**config.mk**
```make
export PLATFORM = sky130hd
export DESIGN_NAME = systolic_sample_sequencer_flat
export DESIGN_NICKNAME = d
export VERILOG_FILES = /design/src/rtl/systolic_sample_sequencer_if.sv /design/src/rtl/systolic_sample_sequencer.sv /design/src/flat_wrapper.sv
export SDC_FILE = /design/constraint.sdc
export NUM_CORES = 1
export LEC_CHECK = 0
export ABC_AREA = 1
export CORE_MARGIN = 2
export CORE_UTILIZATION = 42
export DETAILED_ROUTE_END_ITERATION = 7
export HOLD_SLACK_MARGIN = 0.06
export REMOVE_ABC_BUFFERS = 1
export SETUP_SLACK_MARGIN = 0.15
export SLEW_MARGIN = 20
export SYNTH_ARGS = -nofsm -noshare
export SYNTH_HDL_FRONTEND = slang
export SYNTH_SLANG_ARGS = --single-unit
```
**constraint.sdc**
```tcl
create_clock -name clk30x -period 3.15 [get_ports clk30x]
set_input_delay 0.315 -clock clk30x [delete_from_list [all_inputs] [get_ports clk30x]]
set_output_delay 0.315 -clock clk30x [all_outputs]
set_load 0.01 [all_outputs]
```
**src/rtl/systolic_sample_sequencer_if.sv**
```systemverilog
// Bundle between the sample sequencer, its controller and the systolic array.
// The master side loads samples, starts runs, drives the array output and
// collects results. The slave side is the sequencer itself.
interface systolic_sample_sequencer_if #(
    parameter int N  = 8,
    parameter int DW = 16
);
    localparam int AW = $clog2(N);

    logic          wr_en;
    logic [AW-1:0] wr_addr;
    logic [DW-1:0] wr_data;
    logic          start;
    logic          busy;
    logic          done;
    logic [DW-1:0] xin;
    logic          donext;
    logic [DW-1:0] yout;
    logic [2*DW-1:0] res_data;
    logic          res_valid;
    logic [7:0]    res_idx;

    modport master (
        output wr_en, wr_addr, wr_data, start, yout,
        input  busy, done, xin, donext, res_data, res_valid, res_idx
    );

    modport slave (
        input  wr_en, wr_addr, wr_data, start, yout,
        output busy, done, xin, donext, res_data, res_valid, res_idx
    );
endinterface

```
**src/rtl/systolic_sample_sequencer.sv**
```systemverilog
// Replays an N-entry sample buffer ROUNDS times into the systolic array,
// one sample every PERIOD clocks, and captures the sign-extended array
// output at each strobe.
//
// state | meaning
// IDLE  | buffer writable, waiting for start
// RUN   | strobing samples into the array
// DONE  | one-cycle done pulse, then back to IDLE
module systolic_sample_sequencer #(
    parameter int N      = 8,
    parameter int DW     = 16,
    parameter int PERIOD = 30,
    parameter int ROUNDS = 3
) (
    input  logic clk30x,
    input  logic rst_n,
    systolic_sample_sequencer_if.slave bus
);
    localparam int AW    = $clog2(N);
    localparam int CW    = $clog2(PERIOD);
    localparam int TOTAL = ROUNDS * N;

    typedef enum logic [1:0] {
        IDLE = 2'd0,
        RUN  = 2'd1,
        DONE = 2'd2
    } state_t;

    state_t          state;
    logic [DW-1:0]   mem [N];
    logic [CW-1:0]   cnt;
    logic [AW-1:0]   ptr;
    logic [7:0]      k;
    logic [DW-1:0]   xin_q;
    logic            donext_q;
    logic            busy_q;
    logic            done_q;
    logic [2*DW-1:0] res_data_q;
    logic            res_valid_q;
    logic [7:0]      res_idx_q;

    // Sample buffer: writable only while idle; never cleared by reset.
    always_ff @(posedge clk30x) begin
        if (rst_n && state == IDLE && bus.wr_en) begin
            mem[bus.wr_addr] <= bus.wr_data;
        end
    end

    // Run sequencing: period counter, strobe generation and result capture.
    always_ff @(posedge clk30x) begin
        if (!rst_n) begin
            state       <= IDLE;
            cnt         <= '0;
            ptr         <= '0;
            k           <= '0;
            xin_q       <= '0;
            donext_q    <= 1'b0;
            busy_q      <= 1'b0;
            done_q      <= 1'b0;
            res_data_q  <= '0;
            res_valid_q <= 1'b0;
            res_idx_q   <= '0;
        end else begin
            donext_q    <= 1'b0;
            res_valid_q <= 1'b0;
            done_q      <= 1'b0;
            case (state)
                IDLE: begin
                    if (bus.start) begin
                        state  <= RUN;
                        cnt    <= '0;
                        ptr    <= '0;
                        k      <= '0;
                        busy_q <= 1'b1;
                    end
                end
                RUN: begin
                    if (cnt == CW'(PERIOD - 1)) begin
                        cnt         <= '0;
                        donext_q    <= 1'b1;
                        xin_q       <= mem[ptr];
                        // yout still reflects the array before this sample lands.
                        res_data_q  <= {{DW{bus.yout[DW-1]}}, bus.yout};
                        res_valid_q <= 1'b1;
                        res_idx_q   <= k;
                        ptr         <= ptr + 1'b1;
                        k           <= k + 8'd1;
                        if (k == 8'(TOTAL - 1)) begin
                            state  <= DONE;
                            busy_q <= 1'b0;
                        end
                    end else begin
                        cnt <= cnt + 1'b1;
                    end
                end
                DONE: begin
                    done_q <= 1'b1;
                    state  <= IDLE;
                end
                default: begin
                    state <= IDLE;
                end
            endcase
        end
    end

    assign bus.xin       = xin_q;
    assign bus.donext    = donext_q;
    assign bus.busy      = busy_q;
    assign bus.done      = done_q;
    assign bus.res_data  = res_data_q;
    assign bus.res_valid = res_valid_q;
    assign bus.res_idx   = res_idx_q;
endmodule

```
**src/flat_wrapper.sv**
```systemverilog
// flat-port wrapper written by rule: the top's interface ports become plain ports
module systolic_sample_sequencer_flat 
#(
    parameter int N      = 8,
    parameter int DW     = 16,
    parameter int PERIOD = 30,
    parameter int ROUNDS = 3
)
  (clk30x, rst_n, bus_wr_en, bus_wr_addr, bus_wr_data, bus_start, bus_yout, bus_busy, bus_done, bus_xin, bus_donext, bus_res_data, bus_res_valid, bus_res_idx);
  systolic_sample_sequencer_if #(.N(N), .DW(DW)) bus_i ();
  input  logic clk30x;
  input  logic rst_n;
  input wire logic [$bits(bus_i.wr_en)-1:0] bus_wr_en;
  input wire logic [$bits(bus_i.wr_addr)-1:0] bus_wr_addr;
  input wire logic [$bits(bus_i.wr_data)-1:0] bus_wr_data;
  input wire logic [$bits(bus_i.start)-1:0] bus_start;
  input wire logic [$bits(bus_i.yout)-1:0] bus_yout;
  output wire logic [$bits(bus_i.busy)-1:0] bus_busy;
  output wire logic [$bits(bus_i.done)-1:0] bus_done;
  output wire logic [$bits(bus_i.xin)-1:0] bus_xin;
  output wire logic [$bits(bus_i.donext)-1:0] bus_donext;
  output wire logic [$bits(bus_i.res_data)-1:0] bus_res_data;
  output wire logic [$bits(bus_i.res_valid)-1:0] bus_res_valid;
  output wire logic [$bits(bus_i.res_idx)-1:0] bus_res_idx;
  assign bus_i.wr_en = bus_wr_en;
  assign bus_i.wr_addr = bus_wr_addr;
  assign bus_i.wr_data = bus_wr_data;
  assign bus_i.start = bus_start;
  assign bus_i.yout = bus_yout;
  assign bus_busy = bus_i.busy;
  assign bus_done = bus_i.done;
  assign bus_xin = bus_i.xin;
  assign bus_donext = bus_i.donext;
  assign bus_res_data = bus_i.res_data;
  assign bus_res_valid = bus_i.res_valid;
  assign bus_res_idx = bus_i.res_idx;
  systolic_sample_sequencer #(.N(N), .DW(DW), .PERIOD(PERIOD), .ROUNDS(ROUNDS)) u_core (.clk30x(clk30x), .rst_n(rst_n), .bus(bus_i));
endmodule
```
# == After elaboration in Yosys (flattened, before gate mapping) ==
# Memory sizes are Yosys's and may differ from the RTL's. A register that Yosys moved wholly into a read port is not among the register bits.
# Cells that the tools add are included.
# Widths: inputs -> output; s select.
# classes
addsub,3
eq_ne,7
n_mux,21
n_reduce_logical,11
# ops
cell,count
$mux 8,2
$pmux 8 s2,1
$mux 5,2
$pmux 5 s2,1
$add 8x1->8 const B,1
$eq 8x5->1 const B,1
$mux 1,7
$mux 2,3
$mux 3,2
$pmux 3 s2,1
$reduce_and 2->1,3
$reduce_and 3->1,2
$add 5x1->5 const B,1
$eq 5x5->1 const B,1
$ne 2x1->1 const B,2
$pmux 2 s2,1
$reduce_and 4->1,1
$add 3x1->3 const B,1
$eq 2x1->1 const B,1
$eq 2x2->1 const B,1
$logic_and 1x1->1,2
$logic_not 2->1,1
$ne 2x2->1 const B,1
$pmux 1 s2,1
other kinds (2),2
# word_totals
ff_bits,45
ram_bits,128
inputBits,39
out_inout_bits,60
word_cells,52
mem_count,1
# mem_list
memory,depth,word_bits,rd,rd_ports_with_merged_regs,write_ports,line,rtl
u_core.mem,8,16,1,1,1,systolic_sample_sequencer.sv:30,logic [DW-1:0] mem [N];

# == Longest topological paths before layout ==
# Gate-level depths: netlist (run 1).
# logic_depth
word_depth,5
mapped_depth,10
ltp_nobuf,10

# == Worst setup path before layout (run 1) ==
# No wires, ideal clock.
# synth_path
path_type,register to register
from,register u_core.state[0]
to,memory u_core.mem[6][0] (enable)
setup_time_ps,388
arrival_time_ps,1405
setup_slack_ps,1357
stages_incl_launch_ff,6
synth_period_minus_slack_ps,1793
path_cell_list,dfxtp_1 nor2_1 inv_1 nor2_1 nand2_1 nor2_1
# synth_via
elab_chain_cells,5
# synth_rtl
item,line,rtl
"start, declared",systolic_sample_sequencer.sv:29,state_t state;
"start signal, assigned",systolic_sample_sequencer.sv:52,state <= IDLE;
"start signal, assigned",systolic_sample_sequencer.sv:70,state <= RUN;
"start signal, assigned",systolic_sample_sequencer.sv:89,state <= DONE;
$logic_not 2->1,systolic_sample_sequencer.sv:44,if (rst_n && state == IDLE && bus.wr_en) begin
$logic_and 1x1->1 (2 in series),systolic_sample_sequencer.sv:44,
$mux 1,systolic_sample_sequencer.sv:44,
$mux 1 (not written as such),systolic_sample_sequencer.sv:45,mem[bus.wr_addr] <= bus.wr_data;
"end, declared",systolic_sample_sequencer.sv:30,
# Every way passes these cells.

==> flow_summary_export.csv, run 1 <==
group,metric,value,unit
run_status,status,"finished, final reports clean",
setup_path,critPathBufInv,1,
setup_path,crit_family,"buffers and inverters",
placement,gp_congestion,0.764,
die,design.portCount,99,
cells_and_area,antenna_cells,0,
drt,drt-total-wl,16.3,mm
grt,gr-usage-all-layers,17.7,%
timing,period_share,62.5,%
yosys,avgSynthCellArea,10.6,µm²
die,start_util,42.5,%
setup_path,worstReg2RegEnd,"u_core.k[0]$_SDFFE_PN0P_",
setup_path,cpMaxStageDelayCell,"clkdlybuf4s50_1",
yosys,ys_ff_latch,189,
clock_tree,cts_resized,0,
setup_path,worstPathRequired,2.83,ns
yosys,synth_cell_type_count,29,
setup_path,crit_cells,1,
worst_hold_path,hold_path.class,"flop to flop",
yosys,synth_area_leaders,"edfxtp_1 51%, dfxtp_1 16%, nand2_1 4.6%",
setup_path,critPathLaunchType,"flop",
yosys,syn-cell-area,7590,µm²
timing,maxSlewHeadroom,34.9,%
timing,fin_crit,1.97,ns
timing,setup_violations,0,
setup_path,crit_path_end_kind,"output port",
drt,vias,5223,
pwr,powerDensity,531,nW/µm²
setup_path,arrival,1.66,ns
timing,rsz0062_at_grt,"false",
placement,place_area,8700,µm²
cells_and_area,multi_input_area,1890,µm²
pwr,peakVddDrop,0.430,mV
yosys,yosys_warnings,0,
clock_tree,cts_tree,"yes",
pwr,power_leakage,3.44,nW
die,coreArea,17800,µm²
setup_path,cp-endpoint,"bus_res_data[25]",
cells_and_area,final_area,9310,µm²
yosys,ys_seq_area_share,66.7,%
die,rows,49,
clock_tree,root_buffer,"clkbuf_16",
cells_and_area,drive_above_1_share,7.41,%
clock_tree,htree_levels,4,
drt,avgRoutedWirePerCell,15.7,µm
setup_path,slowest_delay,0.63,ns
timing,finClkSkew,0.0137,ns
placement,portBuffers,98,
die,die_area,19200,µm²
timing,worst_slew_pin_slew,0.976,ns
grt,grt_pass1_vias,5083,
setup_path,criticalPathCategory,"flop to output port",
die,die_h,138,µm
yosys,synth-main-ff-cell,"edfxtp_1",
cells_and_area,finalCoreUtilization,52.2,%
clock_tree,cts_sinks,189,
setup_path,cp-startpoint,"u_core.bus.res_data[15]$_SDFFE_PN0P_",
yosys,synth.most_common_cell,"edfxtp_1",
clock_tree,clkLatencyLatePin,0.43,ns
drt,drtAntennaViolNets,0,
timing,slew_violations,0,
clock_tree,post_cts_buffers,0,
cells_and_area,area_growth_syn_to_layout,22.6,%
grt,grt_overflow_total,0,
setup_path,critPathMaxFanout,18,
cells_and_area,fin_nets,840,
setup_path,r2r-start,"u_core.cnt[0]$_SDFFE_PN0P_",
yosys,synth_edf_count,128,
grt,antenna_found_initial,0,
yosys,synth_top_cell_area_share,50.6,%
setup_path,rrSetupSlack,1.18,ns
yosys,synthTopCellsByCount,"128 x edfxtp_1, 93 x nand2_1, 87 x inv_1, 63 x nor2_1",
timing,clock.fmax,508,MHz
clock_tree,numCtsBuffers,17,
setup_path,cp_cell_sequence,"clkdlybuf4s50_1",
cells_and_area,seqCellArea,5070,µm²
grt,grt_max_degree,80,
drt,drc,0,
timing,hold_viol,0,
drt,viasPerCell,5.03,
job,drv_cap,0,
timing,fin_tns_setup,0,ns
die,die_w,138,µm
yosys,ys_async_sr_fraction,0,%
yosys,synth_area_leader_cell,"edfxtp_1",
placement,dp_hpwl,10.8,mm
cells_and_area,fillers,1531,
clock_tree,clock_path_buffers,2,
clock_tree,clk_pin_slew,0.06,ns
yosys,syn_inst,716,
drt,drtPass1Iterations,5,
grt,grt_first_pass_wirelength,26.6,mm
clock_tree,postCtsHoldBufs,0,
setup_path,rr_worst_depth,9,
drt,first_iter_violations,350,
[power breakdown]
group          internal (mW)  switching (mW)  total [mW]
registers               2.66         0.00747        2.67
clock network           1.24           0.876        2.11
logic                 0.0636          0.0904       0.154
total                   3.97           0.974        4.94
[area by class of cell]
class | count | area share, %
Clock buffer | 24 | 5.98
Clock inverter | 8 | 0.511
Inverter | 90 | 3.63
Multi-Input combinational cell | 385 | 20.4
Sequential cell | 189 | 54.5
Tap cell | 229 | 3.08
Timing Repair Buffer | 114 | 12.0
[through the flow]
stage	power (mW)	cells	setup slack [ns]	hold WS [ns]
2_1_floorplan	2.78	664	0.221	0.414
3_3_place_gp	2.88	1007	1.11	0.457
3_5_place_dp	2.88	1007	1.01	0.479
4_1_cts	5.00	1039	1.14	0.461
5_1_grt	5.11	1039	0.939	0.476
6_report	4.94	1039	1.18	0.478
[layout by cell type (no fill, tap or decap), drive strengths merged]
cell type and n:
nor2 69, a21oi 61, clkdlybuf4s50 98, ha 4
nand2 94, clkinvlp 1, o22ai 1, buf 16
xnor2 1, o211ai 32, o21ai 76, a31oi 1
nand4 1, clkbuf 24, clkinv 5, inv 92
nor3 5, xor2 2, or2 2, nand3 35
dfxtp 61, o21bai 1, edfxtp 128
[registers in the layout, indices dropped and copies added, names as in the netlist, 2 cells and up]
signal               flops
u_core.mem             128
u_core.bus.res_data     16
u_core.bus.xin          16
u_core.bus.res_idx       8
u_core.k                 8
u_core.cnt               5
u_core.ptr               3
u_core.state             2
[cells by family after synthesis]
logic type      share of synthesized area (%)
flops                                    66.7
simple gates                             11.5
fa+ha+maj                               0.659
compound gates                           12.5
xor+xnor                                0.346
buf+inv                                  8.32
[worst min-delay path by stage]
stage                                 start                              endpoint  cells after the start
6_report       u_core.bus.busy$_SDFFE_PN0P_          u_core.bus.busy$_SDFFE_PN0P_                      2
5_1_grt                        bus_yout[14]  u_core.bus.res_data[14]$_SDFFE_PN0P_                      3
4_1_cts                         bus_yout[6]   u_core.bus.res_data[6]$_SDFFE_PN0P_                      3
3_5_place_dp   u_core.bus.busy$_SDFFE_PN0P_          u_core.bus.busy$_SDFFE_PN0P_                      2
3_3_place_gp   u_core.bus.busy$_SDFFE_PN0P_          u_core.bus.busy$_SDFFE_PN0P_                      2
2_1_floorplan                bus_wr_data[0]            u_core.mem[0][0]$_DFFE_PP_                      0
[routing by layer]
layer  up-vias  track usage, %  wire length (µm)
met2       157            28.3              7620
met5         -               0                 0
met3        19            3.91               948
met4         0            5.80               203
met1      2469            24.3              7500
li1       2578               -                 -
(Power assumes the default switching activity.)
==> run 2, diff against run 1 <==
==> constraint.sdc (replaced) <==
create_clock -name clk30x -period 1.9 [get_ports clk30x]
set_input_delay 0.19 -clock clk30x [delete_from_list [all_inputs] [get_ports clk30x]]
set_output_delay 0.19 -clock clk30x [all_outputs]
set_load 0.01 [all_outputs]
==> run 2 against run 1 <==
Against the previous run: combinational power is 73% higher; sequential share of layout area is 0.85 points lower; sequential cell count is the same; hold slack lost 0.12 ns; wire length is 4.6% higher; sequential power increased by 66%; worst setup slack worse by 0.88 ns; utilization rose by 0.87 points.
==> flow_summary_export.csv, run 2 (synthesis gave the netlist of run 1 again) <==
group,metric,value,unit
setup_path,arrival,1.41,ns
timing,worst_slew_pin_slew,0.577,ns
clock_tree,numCtsBuffers,17,
cells_and_area,drive_above_1_share,8.90,%
drt,vias,5261,
timing,maxSlewHeadroom,61.3,%
cells_and_area,largest_reg_flops,128,
pwr,p_switching,1.69,mW
setup_path,cp_cell_sequence,"clkdlybuf4s50_1",
drt,viasPerCell,5.02,
setup_path,cpMaxStageDelayCell,"clkdlybuf4s50_1",
grt,grt_overflow_total,0,
pwr,swShare,20.2,%
setup_path,critPathMaxFanout,18,
timing,rsz0062_at_grt,"false",
clock_tree,htree_levels,4,
pwr,peakVddDrop,0.632,mV
placement,place_ws,0.0467,ns
setup_path,slowest_delay,0.56,ns
setup_path,critPathLaunchType,"flop",
die,rows,49,
setup_path,cp-startpoint,"u_core.bus.res_data[15]$_SDFFE_PN0P_",
cells_and_area,fin_nets,850,
drt,drc,0,
timing,slew_violations,0,
timing,fin_crit,1.60,ns
cells_and_area,final_cell_mix,"128 x edfxtp_1, 98 x clkdlybuf4s50_1, 93 x nand2_1",
run_status,status,"finished, final reports clean",
pwr,power_frac_seq,52.9,%
setup_path,r2r-start,"u_core.state[0]$_SDFFE_PN0P_",
placement,dp_hpwl,11.5,mm
cells_and_area,fin_cells,1049,
drt,avgRoutedWirePerCell,16.2,µm
clock_tree,cts_tree,"yes",
timing,fin_ws,0.303,ns
grt,antenna_found_initial,0,
pwr,power_leakage,3.50,nW
setup_path,crit_path_end_kind,"output port",
pwr,p_comb_share,3.2,%
die,start_util,42.5,%
die,die_w,138,µm
setup_path,criticalPathCategory,"flop to output port",
die,die_area,19200,µm²
placement,portBuffers,98,
timing,clock.fmax,626,MHz
drt,first_iter_violations,220,
grt,gr-usage-all-layers,18.2,%
placement,dp.cells,1017,
die,design.portCount,99,
clock_tree,clkLatencyLatePin,0.43,ns
pwr,p_int,6.68,mW
pwr,clockPowerShare,43.9,%
worst_hold_path,hold_path.class,"input pin to flop",
setup_path,crit_cells,1,
job,drv_cap,0,
setup_path,worstReg2RegEnd,"u_core.mem[0][13]$_DFFE_PP_",
grt,grt_max_degree,67,
die,coreArea,17800,µm²
setup_path,crit_family,"buffers and inverters",
clock_tree,clk_pin_slew,0.06,ns
die,die_h,138,µm
grt,grt_first_pass_wirelength,26.9,mm
drt,drtPass1Iterations,4,
setup_path,worstPathRequired,1.71,ns
cells_and_area,final_common_cell,"edfxtp_1",
timing,period_share,84.1,%
clock_tree,cts_sinks,189,
clock_tree,root_buffer,"clkbuf_16",
timing,setup_violations,0,
pwr,powerDensity,885,nW/µm²
placement,gp_congestion,0.800,
cells_and_area,regMostFlops,"u_core.mem",
setup_path,critPathBufInv,1,
clock_tree,post_cts_buffers,0,
timing,hold_viol,0,
cells_and_area,antenna_cells,0,
timing,finClkSkew,0.0148,ns
grt,grt_pass1_vias,5079,
drt,drt-total-wl,17.0,mm
setup_path,rr_worst_depth,6,
setup_path,cp-endpoint,"bus_res_data[31]",
setup_path,rrSetupSlack,0.37,ns
drt,drtAntennaViolNets,0,
clock_tree,clock_path_buffers,2,
cells_and_area,area_growth_syn_to_layout,24.6,%
[run 2: cell count changes in the layout (fill, tap and decap cells not counted), moves of 2 or more]
cell       previous run  this run
inv_6                 0         3
clkinv_2              3         1
clkbuf_16            21        17
inv_4                 2         0
buf_4                15        20
bufinv_16             0         3
buf_12                1         6
[run 2: per-stage QoR]
stage	cell area (µm²)	power (mW)	hold WS, ns	util, %	TNS, ns
final	9460	8.37	0.360	53.0	0
after detailed placement	8840	4.79	0.459	49.5	0
after CTS	9460	8.46	0.336	53.0	0
after floorplan	7300	4.60	0.289	-	-18.35
after global routing	9460	8.65	0.357	53.0	0
after global placement	8840	4.79	0.454	49.5	0
[run 2: repair_timing]
item	CTS	global route
gates resized for setup	1	2
endpoints found under the hold margin	0	0
hold buffers	0	0
endpoints found under the setup margin	17	50
[run 2: worst min-delay path by stage]
stage,start,end,cells after the start
2_1_floorplan,bus_wr_data[0],u_core.mem[0][0]$_DFFE_PP_,0
3_3_place_gp,u_core.bus.busy$_SDFFE_PN0P_,u_core.bus.busy$_SDFFE_PN0P_,2
3_5_place_dp,u_core.bus.busy$_SDFFE_PN0P_,u_core.bus.busy$_SDFFE_PN0P_,2
5_1_grt,bus_yout[4],u_core.bus.res_data[4]$_SDFFE_PN0P_,3
4_1_cts,bus_yout[6],u_core.bus.res_data[6]$_SDFFE_PN0P_,3
6_report,bus_yout[15],u_core.bus.res_data[15]$_SDFFE_PN0P_,3
[run 2: power groups by stage]
stage / logic, mW / clock network, mW / registers, mW
global placement: 0.266 / 0 / 4.52
global route: 0.295 / 3.93 / 4.43
finish: 0.267 / 3.68 / 4.43
CTS: 0.270 / 3.76 / 4.43
floorplan: 0.0813 / 0 / 4.52
detailed placement: 0.269 / 0 / 4.52
[run 2: layout make-up]
cell class                 count  area, µm²
multi-input combinational    385       1900
clock buffer                  20        457
inverter                      90        338
timing repair buffer         124       1250
sequential                   189       5070
tap                          229        287
fill                        1567       8380
clock inverter                12        159
[run 2: per-layer routing]
| metal | vias up | track usage (%) | share of wire [%] |
|---|---|---|---|
| li1 | 2609 | - | - |
| met1 | 2469 | 22.2 | 44 |
| met2 | 161 | 32.2 | 50 |
| met3 | 22 | 3.50 | 4.8 |
| met4 | 0 | 6.55 | 1.6 |
| met5 | - | 0 | 0 |
==> run 3, diff against run 2 <==
--- a/config.mk
+++ b/config.mk
@@ -10,6 +10,7 @@
 export CORE_UTILIZATION = 42
 export DETAILED_ROUTE_END_ITERATION = 7
 export HOLD_SLACK_MARGIN = 0.06
+export PLACE_DENSITY = 0.66
 export REMOVE_ABC_BUFFERS = 1
 export SETUP_SLACK_MARGIN = 0.15
 export SLEW_MARGIN = 20
==> constraint.sdc (replaced) <==
create_clock -name clk30x -period 1.3 [get_ports clk30x]
set_input_delay 0.13 -clock clk30x [delete_from_list [all_inputs] [get_ports clk30x]]
set_output_delay 0.13 -clock clk30x [all_outputs]
set_load 0.01 [all_outputs]
==> run 3 against run 2 <==
Against the previous run: wire length up 19%; non-clock buffer count increased by 71; critical endpoint is now u_core.bus.xin[9]$_SDFFE_PN0P_; highest routed layer unchanged; sequential share of layout area fell by 7.0 points; the run now ends with setup timing left; cell count is 7.1% higher; utilization up 8.5 points.
==> flow_summary_export.csv, run 3 (synthesis gave the netlist of run 1 again) <==
group,metric,value,unit
run_status,status,"finished with violations",
run_status,violations,"setup timing",
setup_path,criticalPathCategory,"flop to flop",
setup_path,cpMaxStageDelayCell,"dfxtp_2",
setup_path,r2r-start,"u_core.cnt[1]$_SDFFE_PN0P_",
timing,finClkSkew,0.0136,ns
clock_tree,cts_tree,"yes",
placement,dp_hpwl,11.8,mm
cells_and_area,final_common_cell,"edfxtp_1",
drt,drtPass1Iterations,5,
job,drv_cap,0,
pwr,power_frac_seq,52.9,%
cells_and_area,final_cell_mix,"128 x edfxtp_1, 80 x inv_1, 76 x nand2_1",
setup_path,worstPathRequired,1.67,ns
timing,rsz0062_at_grt,"true",
cells_and_area,antenna_cells,0,
clock_tree,clk_pin_slew,0.08,ns
worst_hold_path,hold_path.class,"input pin to flop",
pwr,power_leakage,4.18,nW
cells_and_area,fillers,1391,
setup_path,arrival,1.86,ns
worst_hold_path,timing.hold.worst.start,"bus_yout[9]",
pwr,swShare,22.8,%
placement,gp_congestion,0.832,
die,die_w,138,µm
timing,fin_ws,-0.190,ns
setup_path,cpMostUsedCell,"inv_2",
drt,drtAntennaViolNets,0,
placement,place_area,9040,µm²
cells_and_area,final_area,11000,µm²
clock_tree,clock_path_buffers,2,
grt,antenna_found_initial,0,
cells_and_area,regMostFlops,"u_core.mem",
pwr,peakVddDrop,1.01,mV
clock_tree,root_buffer,"clkbuf_16",
grt,grt_overflow_total,0,
pwr,p_switching,2.78,mW
drt,avgRoutedWirePerCell,18.1,µm
grt,grt_max_degree,53,
pwr,p_int,9.44,mW
die,coreArea,17800,µm²
setup_path,rrSetupSlack,-0.19,ns
clock_tree,numCtsBuffers,17,
placement,dp.cells,1041,
setup_path,critPathMaxFanout,6,
die,die_h,138,µm
clock_tree,clkLatencyLatePin,0.44,ns
drt,viasPerCell,5.04,
pwr,p_comb_share,5.1,%
setup_path,critPathLaunchType,"flop",
setup_path,worstReg2RegEnd,"u_core.bus.xin[9]$_SDFFE_PN0P_",
die,rows,49,
die,die_area,19200,µm²
cells_and_area,fin_nets,924,
placement,portBuffers,98,
drt,first_iter_violations,483,
die,design.portCount,99,
timing,fin_crit,1.49,ns
drt,drc,0,
setup_path,crit_path_end_kind,"flop",
cells_and_area,area_growth_syn_to_layout,44.5,%
cells_and_area,finalCoreUtilization,61.5,%
pwr,clockPowerShare,42.0,%
timing,hold_viol,0,
grt,gr-usage-all-layers,20.4,%
timing,slew_violations,0,
timing,worst_slew_pin_slew,0.536,ns
worst_hold_path,min_to,"u_core.bus.res_data[9]$_SDFFE_PN0P_",
timing,setup_violations,196,
clock_tree,postCtsHoldBufs,0,
clock_tree,cts_sinks,189,
timing,period_share,115,%
die,start_util,42.5,%
setup_path,cp_cell_sequence,"inv_2 > ha_4 > nand2_4 > nor2_4 > inv_2 > nor2_8 > buf_12 > clkbuf_16 > o21ai_2 > a21oi_1",
cells_and_area,drive_above_1_share,38.4,%
grt,grt_first_pass_wirelength,30.0,mm
cells_and_area,largest_reg_flops,128,
timing,clock.fmax,671,MHz
drt,drt-total-wl,20.3,mm
timing,maxSlewHeadroom,64.2,%
grt,grt_pass1_vias,5287,
setup_path,slowest_delay,0.33,ns
clock_tree,htree_levels,4,
pwr,powerDensity,1110,nW/µm²
cells_and_area,fin_cells,1123,
setup_path,rr_worst_depth,10,
drt,vias,5664,
worst_hold_path,hold_path_depth,3,
pwr,power.total,12.2,mW
run 3: cell types whose count changed in the layout (fill, tap and decap cells not counted), sizes merged:
cell | previous run | this run
clkdlybuf4s50 | 98 | 37
inv | 92 | 100
clkbuf | 20 | 31
bufinv | 3 | 1
clkdlybuf4s15 | 0 | 19
buf | 26 | 124
dlymetal6s2s | 0 | 1
run 3: layout make-up:
class / count / area (µm²) / share of cell area, %
sequential: 189 / 5110 / 46.6
multi-input combinational: 385 / 2430 / 22.2
timing repair buffer: 195 / 2170 / 19.8
clock buffer: 17 / 425 / 3.88
inverter: 90 / 350 / 3.19
tap: 229 / 287 / 2.61
clock inverter: 15 / 153 / 1.39
timing repair inverter: 3 / 38.8 / 0.354
run 3: what timing repair did:
item,CTS,global route
buffers inserted,18,12
setup endpoints to repair,249,242
pin swaps,23,29
cloned,14,6
resized for setup,366,139
run 3: layer usage:
layer | routed length [µm] | global-route usage (%) | vias up
met5 | 0 | 0 | -
met4 | 391 | 7.30 | 0
met3 | 1190 | 3.74 | 27
met2 | 9920 | 32.2 | 191
met1 | 8780 | 28.4 | 2679
li1 | - | - | 2767
run 3: metrics by stage:
stage / TNS (ns) / hold WS (ns) / setup slack [ns]
after floorplan: -106.32 / 0.229 / -1.63
after global placement: -62.89 / 0.467 / -0.456
after detailed placement: -66.44 / 0.475 / -0.468
after CTS: -21.07 / 0.254 / -0.185
after global routing: -30.90 / 0.292 / -0.259
final: -20.05 / 0.292 / -0.190
run 3: power by group through the flow:
stage	clock network (mW)	logic [mW]	registers, mW
after floorplan	0	0.119	6.61
after global placement	0	0.440	6.60
after detailed placement	0	0.444	6.60
after CTS	5.20	0.551	6.47
after global routing	5.46	0.664	6.47
final	5.13	0.624	6.47
run 3: worst max-delay path by stage:
stage,start,endpoint,cells after the start
3_3_place_gp,rst_n,u_core.mem[6][5]$_DFFE_PP_,6
5_1_grt,u_core.cnt[1]$_SDFFE_PN0P_,u_core.bus.xin[9]$_SDFFE_PN0P_,10
2_1_floorplan,u_core.ptr[0]$_SDFFE_PN0P_,u_core.ptr[1]$_SDFFE_PN0P_,3
6_report,u_core.cnt[1]$_SDFFE_PN0P_,u_core.bus.xin[9]$_SDFFE_PN0P_,10
4_1_cts,u_core.state[0]$_SDFFE_PN0P_,u_core.mem[7][11]$_DFFE_PP_,7
3_5_place_dp,rst_n,u_core.mem[6][5]$_DFFE_PP_,6
run 3: worst max-delay path, delay by kind of cell (launching register included):
family	cells	cell delay, ns
buf+inv	4	0.47
flops	1	0.33
simple gates	3	0.29
compound gates	2	0.18
fa+ha+maj	1	0.13
==> patch 1, RTL diff (settings of run 1) <==
Make the reset (`rst_n`) asynchronous in one clocked block.
--- a/src/rtl/systolic_sample_sequencer.sv
+++ b/src/rtl/systolic_sample_sequencer.sv
@@ -47,7 +47,7 @@
     end
 
     // Run sequencing: period counter, strobe generation and result capture.
-    always_ff @(posedge clk30x) begin
+    always_ff @(posedge clk30x or negedge rst_n) begin
         if (!rst_n) begin
             state       <= IDLE;
             cnt         <= '0;
Behaviour: differs if rst_n is asserted again (counterexample within 4 cycles, from zero or initial values and one cycle with rst_n low); with rst_n held inactive, the same outputs for 10 cycles.
==> patch 1 against run 1 <==
- synthesized area up 6.9%
- setup slack lost 0.037 ns
- cell area increased by 5.4%
- power about the same
- worst hold slack worse by 0.35 ns
- die area rose by 6.7%
- sequential cell count unchanged
- sequential power about the same
- via count is 4.7% higher
- first-iteration DRC count fell by 4.6%
- routed wire length grew 8.8%
- core utilization is 0.050 points lower
- largest cell class unchanged
- largest power group unchanged
- highest routed layer unchanged
==> patch 1: results (changes against run 1) <==
[drt]
met1Wirelength_mm = 8.018  ; +7.0%
drt_iter0_markers = 334  ; -4.6%
wl_met3_um = 980  ; +3.4%
via_per_inst = 4.664  ; -7.2%
dr_wl_met2_mm = 8.530  ; +12%
firstDrtPassIters = 4  ; -1
wire_per_inst_um = 15.10  ; -3.6%
drc = 0  ; unchanged

[worst_setup_path]
rr_worst_depth = 6  ; -3
r2r-start = u_core.state[1]$_DFFE_PN0P_
cpMaxStageDelayCell = dfrtp_1
worst_path_dominant_cell_family = flip-flops
reg2reg_to = u_core.mem[7][6]$_DFFE_PP_
cp.arrival_ns = 1.69  ; +0.03 ns

[global_routing]
grtUsageMet2_pct = 31.05  ; +2.8 points
grt_first_pass_wirelength_mm = 28.00  ; +5.1%
grt_start_max_net_pins = 67  ; -16%
grt.total_usage_pct = 18.28  ; +0.54 points
grtUsageMet1_pct = 23.57  ; -0.71 points
use_met3_pct = 4.359  ; +0.45 points
grt_pass1_vias = 5245  ; +3.2%

[cts]
postCtsSetupBuffers = 0  ; unchanged
cts_made_buffers = 17  ; unchanged
cts-resized-gates = 0  ; unchanged

[layout]
antennaDiodeCount = 0  ; unchanged
drive_gt1_share_pct = 7.229  ; -0.18 points
finalNetCount = 943  ; +12%

[power_and_ir_drop]
worst_ir_drop_vdd_uv = 384.0  ; -11%
pwr-share-comb_pct = 3.1  ; about the same
pwr.group.sequential_mw = 2.67  ; about the same
power_leakage_nw = 4.318  ; +25%
p_int_mw = 3.866  ; -2.5%

[synth]
async_flop_share_pct = 32.28  ; +32 points
synthTopCellsByArea = edfxtp_1 47%, dfrtp_1 19%, nand2_1 13%
yosys-top-cells-count = 285 x nand2_1, 128 x edfxtp_1, 120 x inv_1
yosysSeqAreaShare_pct = 66.16  ; -0.56 points
synth_top_area_share_pct = 47.36  ; -3.3 points
ys_types = 25  ; -14%

[hold_path]
min_path_type = primary input to asynchronous set/reset pin

[placed_design]
gp_congestion = 0.7756  ; +1.5%
hpwl_mm = 10.65  ; -0.95%
place_worst_setup_slack_ns = 0.9281  ; -0.08037 ns

[run_status]
status = finished, final reports clean

[sta]
skew_ns = 0.01026  ; -0.003484 ns
slew_headroom_pct = 44.63  ; +9.7 points

-- patch 1: cells by family (layout without fill, tap and decap cells) --
kind of cell | after synthesis | after routing | share of synthesized area, %
compound gates | 26 | 26 | 1.896
xor+xnor | 3 | 3 | 0.3238
fa+ha+maj | 4 | 4 | 0.6166
buf+inv | 173 | 270 | 9.542
flops | 189 | 189 | 66.16
simple gates | 421 | 421 | 21.46
-- patch 1: metrics by stage --
| step | std cells | cell area (um2) | power, mW | hold slack [ns] | utilization, % |
|---|---|---|---|---|---|
| after floorplan | 766 | 7804 | 2.748 | 0.01941 | - |
| after global placement | 1141 | 9234 | 2.879 | 0.4368 | 49.04 |
| after detailed placement | 1141 | 9234 | 2.880 | 0.4598 | 49.04 |
| after CTS | 1173 | 9813 | 4.982 | 0.1721 | 52.11 |
| after global routing | 1173 | 9813 | 5.114 | 0.2100 | 52.11 |
| final | 1173 | 9813 | 4.939 | 0.1247 | 52.11 |
-- patch 1: worst max path at each step --
stage	slack (ns)	endpoint	from
6_report	1.14	bus_res_data[20]	u_core.bus.res_data[15]$_DFFE_PN0P_
3_5_place_dp	0.93	u_core.mem[4][3]$_DFFE_PP_	bus_wr_en
4_1_cts	1.11	bus_res_data[20]	u_core.bus.res_data[15]$_DFFE_PN0P_
5_1_grt	1.01	u_core.mem[4][8]$_DFFE_PP_	u_core.state[1]$_DFFE_PN0P_
3_3_place_gp	0.96	u_core.mem[4][6]$_DFFE_PP_	bus_wr_en
2_1_floorplan	0.25	u_core.bus.xin[7]$_DFFE_PN0P_	u_core.ptr[0]$_DFFE_PN0P_
-- patch 1: layout make-up --
class	instances	area [um2]
clock buffer	18	429.2
timing repair buffer	115	1104
inverter	123	461.7
tap	260	325.3
clock inverter	14	150.1
sequential	189	5371
fill	1710	9017
multi-input combinational	454	1972
==> patch 2, RTL diff (config.mk and constraints of run 1) <==
Made on the original files. `N` is set to 8 in 3 places; all go to 4.
--- a/src/rtl/systolic_sample_sequencer_if.sv
+++ b/src/rtl/systolic_sample_sequencer_if.sv
@@ -2,7 +2,7 @@
 // The master side loads samples, starts runs, drives the array output and
 // collects results. The slave side is the sequencer itself.
 interface systolic_sample_sequencer_if #(
-    parameter int N  = 8,
+    parameter int N  = 4,
     parameter int DW = 16
 );
     localparam int AW = $clog2(N);
--- a/src/rtl/systolic_sample_sequencer.sv
+++ b/src/rtl/systolic_sample_sequencer.sv
@@ -7,7 +7,7 @@
 // RUN   | strobing samples into the array
 // DONE  | one-cycle done pulse, then back to IDLE
 module systolic_sample_sequencer #(
-    parameter int N      = 8,
+    parameter int N      = 4,
     parameter int DW     = 16,
     parameter int PERIOD = 30,
     parameter int ROUNDS = 3
--- a/src/flat_wrapper.sv
+++ b/src/flat_wrapper.sv
@@ -1,7 +1,7 @@
 // flat-port wrapper written by rule: the top's interface ports become plain ports
 module systolic_sample_sequencer_flat 
 #(
-    parameter int N      = 8,
+    parameter int N      = 4,
     parameter int DW     = 16,
     parameter int PERIOD = 30,
     parameter int ROUNDS = 3
Interface: changed (resized bus_wr_addr); port bits go from 99 to 98. The function was not compared with the original's and may differ.
==> patch 2 against run 1 <==
- combinational power shrank 10%
- sequential cell count shrank 65
- synthesized area shrank 36%
- first-iteration DRC count down 49%
- cell area decreased by 31%
- setup slack worse by 0.022 ns
- power down 24%
- routed wire length shrank 34%
- non-clock buffer count down 5
- maximum frequency decreased by 1.1%
- largest cell class unchanged
- largest power group is now the clock network
- highest routed layer unchanged
==> patch 2: results (changes against run 1) <==
[drt]
drc = 0  ; unchanged
firstDrtPassIters = 6  ; +1
routed_wl_mm = 10.67  ; -34%
vias = 3580  ; -31%
drt_iter0_markers = 179  ; -49%

[power_and_ir_drop]
power.density_mw_per_mm2 = 581.5  ; +9.6%
power_leakage_nw = 2.323  ; -33%
worst_ir_drop_vdd_uv = 316.8  ; -26%

[cts]
postCtsSetupBuffers = 0  ; unchanged
clk_pin_slew_ns = 0.06  ; about the same
cts_max_level = 4  ; unchanged

[layout]
num-multi-input-gates = 281  ; -27%
clock_area_share_pct = 9.176  ; +2.7 points
multi_input_area_mm2 = 0.001370  ; -28%
largest_register_ffs = 64  ; -50%
fillers = 1000  ; -35%
nClkBuffers = 20  ; -17%
regArea_mm2 = 0.003123  ; -38%
seq_cells = 124  ; -34%
buffers = 109  ; -4.4%
finalNetCount = 600  ; -29%
nNonClkInverters = 26  ; -71%
instances_no_fill = 715  ; -31%
area_share_nonclk_buffers_pct = 16.52  ; +4.6 points

[run_status]
status = finished, final reports clean

[placed_design]
hpwl_mm = 6.813  ; -37%
place_worst_setup_slack_ns = 1.144  ; +0.1359 ns
portBuffers = 97  ; -1.0%
gp_congestion = 0.7940  ; +3.9%
placed_area_mm2 = 0.005833  ; -33%
dp_cells = 683  ; -32%

[synth]
ys_types = 33  ; +14%
synthAdderAreaFrac_pct = 0.7750  ; +0.12 points
synthTopCellsByArea = edfxtp_1 40%, dfxtp_1 25%, nor2_1 8.6%
synth-xor-area-share_pct = 0.3617  ; +0.016 points
netlist_instances = 471  ; -34%
yosysSeqAreaShare_pct = 64.48  ; -2.2 points
yosys-top-cells-count = 111 x nor2_1, 69 x o21ai_0, 64 x edfxtp_1
synth_edf_count = 64  ; -50%

[sta]
min_period_over_period_pct = 63.25  ; +0.70 points
slew_headroom_pct = 40.18  ; +5.3 points

[worst_setup_path]
reg2reg_to = u_core.k[5]$_SDFFE_PN0P_
critPathCapture = bus_res_data[19]
r2r_slack_ns = 1.16  ; -0.02 ns
rr_worst_depth = 7  ; -2
cp.arrival_ns = 1.68  ; +0.02 ns

[global_routing]
grt_pass1_vias = 3418  ; -33%
grt.total_usage_pct = 17.73  ; about the same
grt_start_max_net_pins = 66  ; -18%
grt_first_pass_wirelength_mm = 17.23  ; -35%

[die]
die_x_um = 111.4  ; -20%

==> patch 2: changes by cell type in the layout (fill, tap and decap cells not counted), sizes merged, moves of 32 or more <==
cell,before,now
a21oi,61,18
edfxtp,128,64
inv,92,30
nand2,94,26
nor2,69,112
o211ai,32,0
==> patch 2: metal layers <==
metal | wire length [um] | up-vias | GRT usage (%)
met5 | 0 | - | 0
met4 | 138 | 0 | 7.243
met3 | 687 | 14 | 5.553
met2 | 5052 | 121 | 28.21
met1 | 4793 | 1660 | 22.68
li1 | - | 1785 | -
==> patch 2: power by group <==
part           leakage, nW  switching (mW)  total, mW  internal [mW]
combinational        0.971          0.0739      0.138         0.0637
sequential            1.06         0.00676       1.72           1.72
clock                0.289           0.738       1.87           1.14
